[config.mk]
export PLATFORM = sky130hd
export DESIGN_NAME = c3_weight_loader
export DESIGN_NICKNAME = d
export VERILOG_FILES = /design/src/rtl/c3_weight_loader.sv
export SDC_FILE = /design/constraint.sdc
export NUM_CORES = 1
export LEC_CHECK = 0
export ABC_AREA = 1
export CAP_MARGIN = 20
export CORE_ASPECT_RATIO = 2
export CORE_MARGIN = 2
export CORE_UTILIZATION = 55
export CTS_BUF_LIST = sky130_fd_sc_hd__clkbuf_4
export DETAILED_ROUTE_END_ITERATION = 6
export DONT_BUFFER_PORTS = 1
export GPL_TIMING_DRIVEN = 0
export PLACE_DENSITY = 0.7
export SLEW_MARGIN = 10
export SYNTH_ARGS = -nofsm -noshare
export SYNTH_HDL_FRONTEND = slang
export SYNTH_SLANG_ARGS = --single-unit
[constraint.sdc]
create_clock -name i_sclk -period 4.45 [get_ports i_sclk]
set_input_delay 0.445 -clock i_sclk [delete_from_list [all_inputs] [get_ports i_sclk]]
set_output_delay 0.445 -clock i_sclk [all_outputs]
set_load 0.005 [all_outputs]
[src/rtl/c3_weight_loader.sv]
// c3_weight_loader: streams NW*GP*NUM C3 weights from the weight ROM into the
// C3 weight buffer in ROM order, pacing reads itself because the buffer has no
// ready. Optional feature macro: C3_WLOAD_CHECKSUM_EN adds a 16-bit checksum of
// every emitted weight, compared against EXP_SUM when the load completes.
module c3_weight_loader #(
  parameter int          WD        = 8,
  parameter int          NW        = 25,
  parameter int          GP        = 6,
  parameter int          NUM       = 16,
  parameter int          AW        = 12,
  parameter int          BASE_ADDR = 0,
  parameter int          RD_LAT    = 1,
  parameter logic [15:0] EXP_SUM   = 16'h0000
) (
  input  logic          i_sclk,
  input  logic          i_rstn,
  input  logic          i_start,
  input  logic          i_hold,
  output logic          o_rom_en,
  output logic [AW-1:0] o_rom_addr,
  input  logic [WD-1:0] i_rom_data,
  output logic          c3_weight_en,
  output logic [WD-1:0] c3_weight_data,
  output logic          o_busy,
  output logic          o_done,
  output logic [11:0]   o_wcnt,
  output logic          o_chk_err
);

  localparam int              TOTAL   = NW * GP * NUM;
  localparam int              CW      = $clog2(TOTAL + 1);
  localparam logic [CW-1:0]   LAST_RD = CW'(TOTAL - 1);
  localparam logic [11:0]     TOTAL_W = 12'(TOTAL);

  typedef enum logic [1:0] {
    S_IDLE  = 2'd0,
    S_RUN   = 2'd1,
    S_DRAIN = 2'd2,
    S_DONE  = 2'd3
  } state_t;

  state_t            state;
  state_t            state_nx;
  logic [CW-1:0]     issue_cnt;
  logic [RD_LAT-1:0] vld;
  logic              rom_en_s;
  logic              load_start_s;
  logic              emit_s;

  // A start is only honoured while idle; the pipeline end marks an arriving byte.
  assign load_start_s = (state == S_IDLE) && i_start;
  assign emit_s       = vld[RD_LAT-1];

  // The hold gates the read strobe combinationally so a held cycle issues nothing.
  assign o_rom_en   = rom_en_s;
  assign o_rom_addr = AW'(BASE_ADDR) + AW'(issue_cnt);

  // Next-state and read-issue decode.
  always_comb begin
    state_nx = state;
    rom_en_s = 1'b0;
    case (state)
      S_IDLE: begin
        if (i_start) begin
          state_nx = S_RUN;
        end else begin
          state_nx = S_IDLE;
        end
      end
      S_RUN: begin
        rom_en_s = !i_hold;
        if (!i_hold && (issue_cnt == LAST_RD)) begin
          state_nx = S_DRAIN;
        end else begin
          state_nx = S_RUN;
        end
      end
      S_DRAIN: begin
        if (c3_weight_en && (o_wcnt == TOTAL_W)) begin
          state_nx = S_DONE;
        end else begin
          state_nx = S_DRAIN;
        end
      end
      S_DONE: begin
        state_nx = S_IDLE;
      end
      default: begin
        state_nx = S_IDLE;
      end
    endcase
  end

  // State register.
  always_ff @(posedge i_sclk) begin
    if (!i_rstn) begin
      state <= S_IDLE;
    end else begin
      state <= state_nx;
    end
  end

  // Issue counter: cleared on start, advances once per issued read.
  always_ff @(posedge i_sclk) begin
    if (!i_rstn) begin
      issue_cnt <= '0;
    end else if (load_start_s) begin
      issue_cnt <= '0;
    end else if (rom_en_s) begin
      issue_cnt <= issue_cnt + CW'(1);
    end else begin
      issue_cnt <= issue_cnt;
    end
  end

  // In-flight read tracker; never stalled since the buffer cannot push back.
  always_ff @(posedge i_sclk) begin
    if (!i_rstn) begin
      vld <= '0;
    end else begin
      vld[0] <= rom_en_s;
      for (int i = 1; i < RD_LAT; i++) begin
        vld[i] <= vld[i-1];
      end
    end
  end

  // Weight emission register; data is forced to zero whenever the strobe is low.
  always_ff @(posedge i_sclk) begin
    if (!i_rstn) begin
      c3_weight_en   <= 1'b0;
      c3_weight_data <= '0;
    end else if (emit_s) begin
      c3_weight_en   <= 1'b1;
      c3_weight_data <= i_rom_data;
    end else begin
      c3_weight_en   <= 1'b0;
      c3_weight_data <= '0;
    end
  end

  // Emitted-weight count; saturates at the total and holds through idle.
  always_ff @(posedge i_sclk) begin
    if (!i_rstn) begin
      o_wcnt <= 12'd0;
    end else if (load_start_s) begin
      o_wcnt <= 12'd0;
    end else if (emit_s && (o_wcnt != TOTAL_W)) begin
      o_wcnt <= o_wcnt + 12'd1;
    end else begin
      o_wcnt <= o_wcnt;
    end
  end

  // Status flags registered from the next state so they align with the state.
  always_ff @(posedge i_sclk) begin
    if (!i_rstn) begin
      o_busy <= 1'b0;
      o_done <= 1'b0;
    end else begin
      o_busy <= (state_nx == S_RUN) || (state_nx == S_DRAIN);
      o_done <= (state_nx == S_DONE);
    end
  end

`ifdef C3_WLOAD_CHECKSUM_EN
  logic [15:0] chk_sum;

  // Modulo-2^16 accumulate of one weight byte.
  function automatic logic [15:0] chk_add(input logic [15:0] sum, input logic [WD-1:0] data);
    return sum + 16'(data);
  endfunction

  // Running checksum of every byte handed to the buffer in this load.
  always_ff @(posedge i_sclk) begin
    if (!i_rstn) begin
      chk_sum <= 16'h0000;
    end else if (load_start_s) begin
      chk_sum <= 16'h0000;
    end else if (emit_s) begin
      chk_sum <= chk_add(chk_sum, i_rom_data);
    end else begin
      chk_sum <= chk_sum;
    end
  end

  // Verdict latched on entry to DONE; the sum already holds the final byte there.
  always_ff @(posedge i_sclk) begin
    if (!i_rstn) begin
      o_chk_err <= 1'b0;
    end else if (load_start_s) begin
      o_chk_err <= 1'b0;
    end else if ((state == S_DRAIN) && (state_nx == S_DONE)) begin
      o_chk_err <= (chk_sum != EXP_SUM);
    end else begin
      o_chk_err <= o_chk_err;
    end
  end
`else
  assign o_chk_err = 1'b0;
`endif

endmodule

==> results summary <==
The Yosys step of the flow raised 0 warnings. The number of placement rows is 30. The final worst setup slack came out at 2560 ps. The finished layout cell area came out at roughly 2000 um^2. The number of routed nets with antenna violations came out at 0. The smallest clock period supported by the final layout is computed as between 1500 and 2000 ps. At the placement stage, the worst setup path has a slack of 2550 ps. Setup repair after global routing left no endpoint under its margin.

Detailed placement ended at an HPWL of 3.08 mm. Summed over all nets, wire length on met2 after detailed routing comes to 2.23 mm. After detailed routing, no signal wire sits above met4.

Leaving out fill and tap cells, the most frequent cell in the layout is sky130_fd_sc_hd__nand2_1. The number of gates resized after cts is 0. Buffers added to address setup during post-CTS repair amount to 0.

The run finished with clean final reports. The average footprint of a synthesized cell is 7.00 um^2. The number of standard cells after synthesis came out at roughly 270. The via total after detailed routing came out at between 1500 and 2000. The fraction of final layout cells with drive strength greater than 1 is 12.5%. In the routed layout, each cell is associated on average with a via count of 5.28. For this run, the total global-route usage over all layers was measured as 23.3%.

The detailed-routing wirelength on met1 came out at 1.42 mm. The die is 87.1 um tall. The count of buffers from port buffering came out at 0. The number of buffers on the longest clock path is 2. The part of the cycle the worst path needs is between 40% and 50%. The combined area of all synthesized cells came out at approximately 1900 um^2. The final-report hold violation count is 0. The core region is approximately 3300 um^2. The root cell of the clock tree is sky130_fd_sc_hd__clkbuf_4. The number of nets handed over by synthesis was around 290. The leakage dissipation came out at roughly 0.88 nW. The final layout contains routed wiring with a total length of roughly 4.0 mm. The maximum clock frequency came out at 528 MHz. The CTS tree is yes. The number of pins with negative max-slew slack in the final report came to 0. The post-detailed-placement cell area came out at 1940 um^2. The first routing iteration left 11 violations.

The worst clock skew came out at about 15 ps. The via count of the first global-routing pass came to 1574. The number of violations of the max-capacitance limit is 0. After detailed routing, the average wire length per cell comes to between 10 and 15 um. Counting the fill cells in the layout gives ~370. The category of the critical setup timing path is flop to flop. The number of flip-flops and latches in the synthesized netlist came out at 38. The worst setup path is launched from a flop. Total power for the finished layout comes to ~0.55 mW. The count of pins on the block boundary is about 50.

The post-route core utilization came out at 59.6%. Hold repair after CTS inserted 0 buffers. The number of H-tree levels came out at 2. The area overhead of the layout relative to synthesis is 4.94%. The total inserted antenna cells came out at 0. The highest fanout seen on the critical path is 4. The number of setup violations in the final report is 0. The initial antenna violation count came out at 0. The largest area contributor in the netlist is sky130_fd_sc_hd__dfxtp_1. The maximum vdd drop is about 0.25 mV. The initial cell density of the core came out at 56.8%. The number of clock sinks came out at 38. Yosys attributes the largest share of cell area to sky130_fd_sc_hd__dfxtp_1, sky130_fd_sc_hd__nand2_1, sky130_fd_sc_hd__nor2_1, sky130_fd_sc_hd__inv_1, sky130_fd_sc_hd__nand3_1. The share of the synthesized area in the top cell type came out at 40.1%. The total power divided by cell area is between 200 and 300 nW/um^2. For this run, the register share of the synthesized area comes to 40.1%. The largest net degree at the start of global routing is 13. The floorplan step defined a die boundary enclosing 3970 um^2.

The sum of met3 wire segment lengths after detailed routing came out at 217 um. The critical path capture point type is a flop. The global-route wire length before repair is ~6.6 mm.

The net count reported at finish came out at ~290. The clock slew at the register clock pins of the worst setup and hold paths is approximately 120 ps. The number of design rule violations left after detail routing came out at 0. In this run the worst hold path is classified as input port to flop. The library cells used most frequently in the layout, excluding fill and tap cells, are sky130_fd_sc_hd__nand2_1, sky130_fd_sc_hd__nor2_1, sky130_fd_sc_hd__dfxtp_1, sky130_fd_sc_hd__inv_1, sky130_fd_sc_hd__nand3_1. Clock latency on the worst-skew pair, taken at its later pin, is 350 ps. The total congestion overflow is 0. The first detailed-routing pass took 4 iterations.

The post-route setup TNS came out at 0 ps. The die is 45.5 um wide. The TritonCTS buffer count came out at 5.

The arrival time of the worst setup path is 2160 ps. The data required time at the worst endpoint is 4720 ps. The routability congestion estimate from global placement is roughly 0.88. The post-synthesis cell type count came out at 26.
==> state kept, by name (all words and copies together), names as in the netlist <==
register,flops
issue_cnt,12
o_wcnt,12
c3_weight_data,8
state,2
c3_weight_en,1
emit_s,1
o_busy,1
o_done,1
==> power breakdown <==
part           switching (mW)  internal, mW
registers             0.00367         0.344
clock network           0.120        0.0588
logic                  0.0202       0.00814
total                   0.143         0.411
==> through the flow <==
step	instances	hold slack [ps]
detailed placement	303	514
global placement	303	501
finish	311	176
floorplan	271	473
global route	311	150
CTS	311	164
==> logic make-up after synthesis <==
family | share of synthesized area, %
xor gates and xnor gates | 3.23
DFF | 40.1
AOI/OAI and AO/OA | 6.72
buffers and inverters | 9.36
and+or+nand+nor | 37.8
adders and majority gates | 2.64
other | 0.198
==> path summary, 6_finish.rpt <==
| check | from | end | slack [ps] | cells past startpoint |
|---|---|---|---|---|
| worst max-delay path | issue_cnt[0] | o_busy | 2560 | 11 |
| worst min register to register | issue_cnt[3] | issue_cnt[3] | 540 | 1 |
| worst max register to register | issue_cnt[0] | o_busy | 2560 | 11 |
| worst min-delay path | i_rstn | o_done | 180 | 2 |
==> routing by layer <==
layer | global-route usage [%] | vias up
li1 | - | 853
met1 | 20.5 | 730
met2 | 41.6 | 46
met3 | 7.05 | 14
met4 | 15.8 | 0
met5 | 0 | -
==> cells in the mapped netlist <==
cell type                 instances
sky130_fd_sc_hd__nor2_4           2
sky130_fd_sc_hd__nand2_1         67
sky130_fd_sc_hd__a21oi_2          6
sky130_fd_sc_hd__xnor2_1          3
sky130_fd_sc_hd__inv_2            5
sky130_fd_sc_hd__nor3_4           2
sky130_fd_sc_hd__inv_1           33
sky130_fd_sc_hd__nor2_1          48
sky130_fd_sc_hd__nand2_4          1
sky130_fd_sc_hd__nand3_4          2
sky130_fd_sc_hd__dfxtp_1         38
sky130_fd_sc_hd__conb_1           1
sky130_fd_sc_hd__nand2_2          2
sky130_fd_sc_hd__o21ai_1          4
sky130_fd_sc_hd__a21oi_1         10
sky130_fd_sc_hd__and3_1           1
sky130_fd_sc_hd__nor3_1           2
sky130_fd_sc_hd__nand3_1         21
sky130_fd_sc_hd__nand4_1          5
sky130_fd_sc_hd__or2_1            1
sky130_fd_sc_hd__xor2_1           4
sky130_fd_sc_hd__nor2_2           2
sky130_fd_sc_hd__ha_1             4
sky130_fd_sc_hd__buf_2            4
sky130_fd_sc_hd__o21ai_0          1
sky130_fd_sc_hd__buf_4            2
==> final cells by class <==
type	count	area, um^2	area share [%]
Clock buffer	5	37.5	1.88
Tap cell	32	40.0	2.01
Multi-Input combinational cell	189	960	48.2
Sequential cell	38	761	38.2
Inverter	38	143	7.16
Clock inverter	3	16.3	0.817
Buffer	6	35.0	1.76
==> worst max-delay path, cell delays in order, from the launching register on <==
cell and delay, ps:
sky130_fd_sc_hd__dfxtp_1 460, sky130_fd_sc_hd__ha_1 230, sky130_fd_sc_hd__nand3_1 180, sky130_fd_sc_hd__nor2_1 200
sky130_fd_sc_hd__nand3_1 100, sky130_fd_sc_hd__nand2_1 70, sky130_fd_sc_hd__inv_1 30, sky130_fd_sc_hd__nor2_1 150
sky130_fd_sc_hd__inv_2 40, sky130_fd_sc_hd__ha_1 260, sky130_fd_sc_hd__nand2_1 60, sky130_fd_sc_hd__inv_1 30
Power figures use the tool's default switching activity.
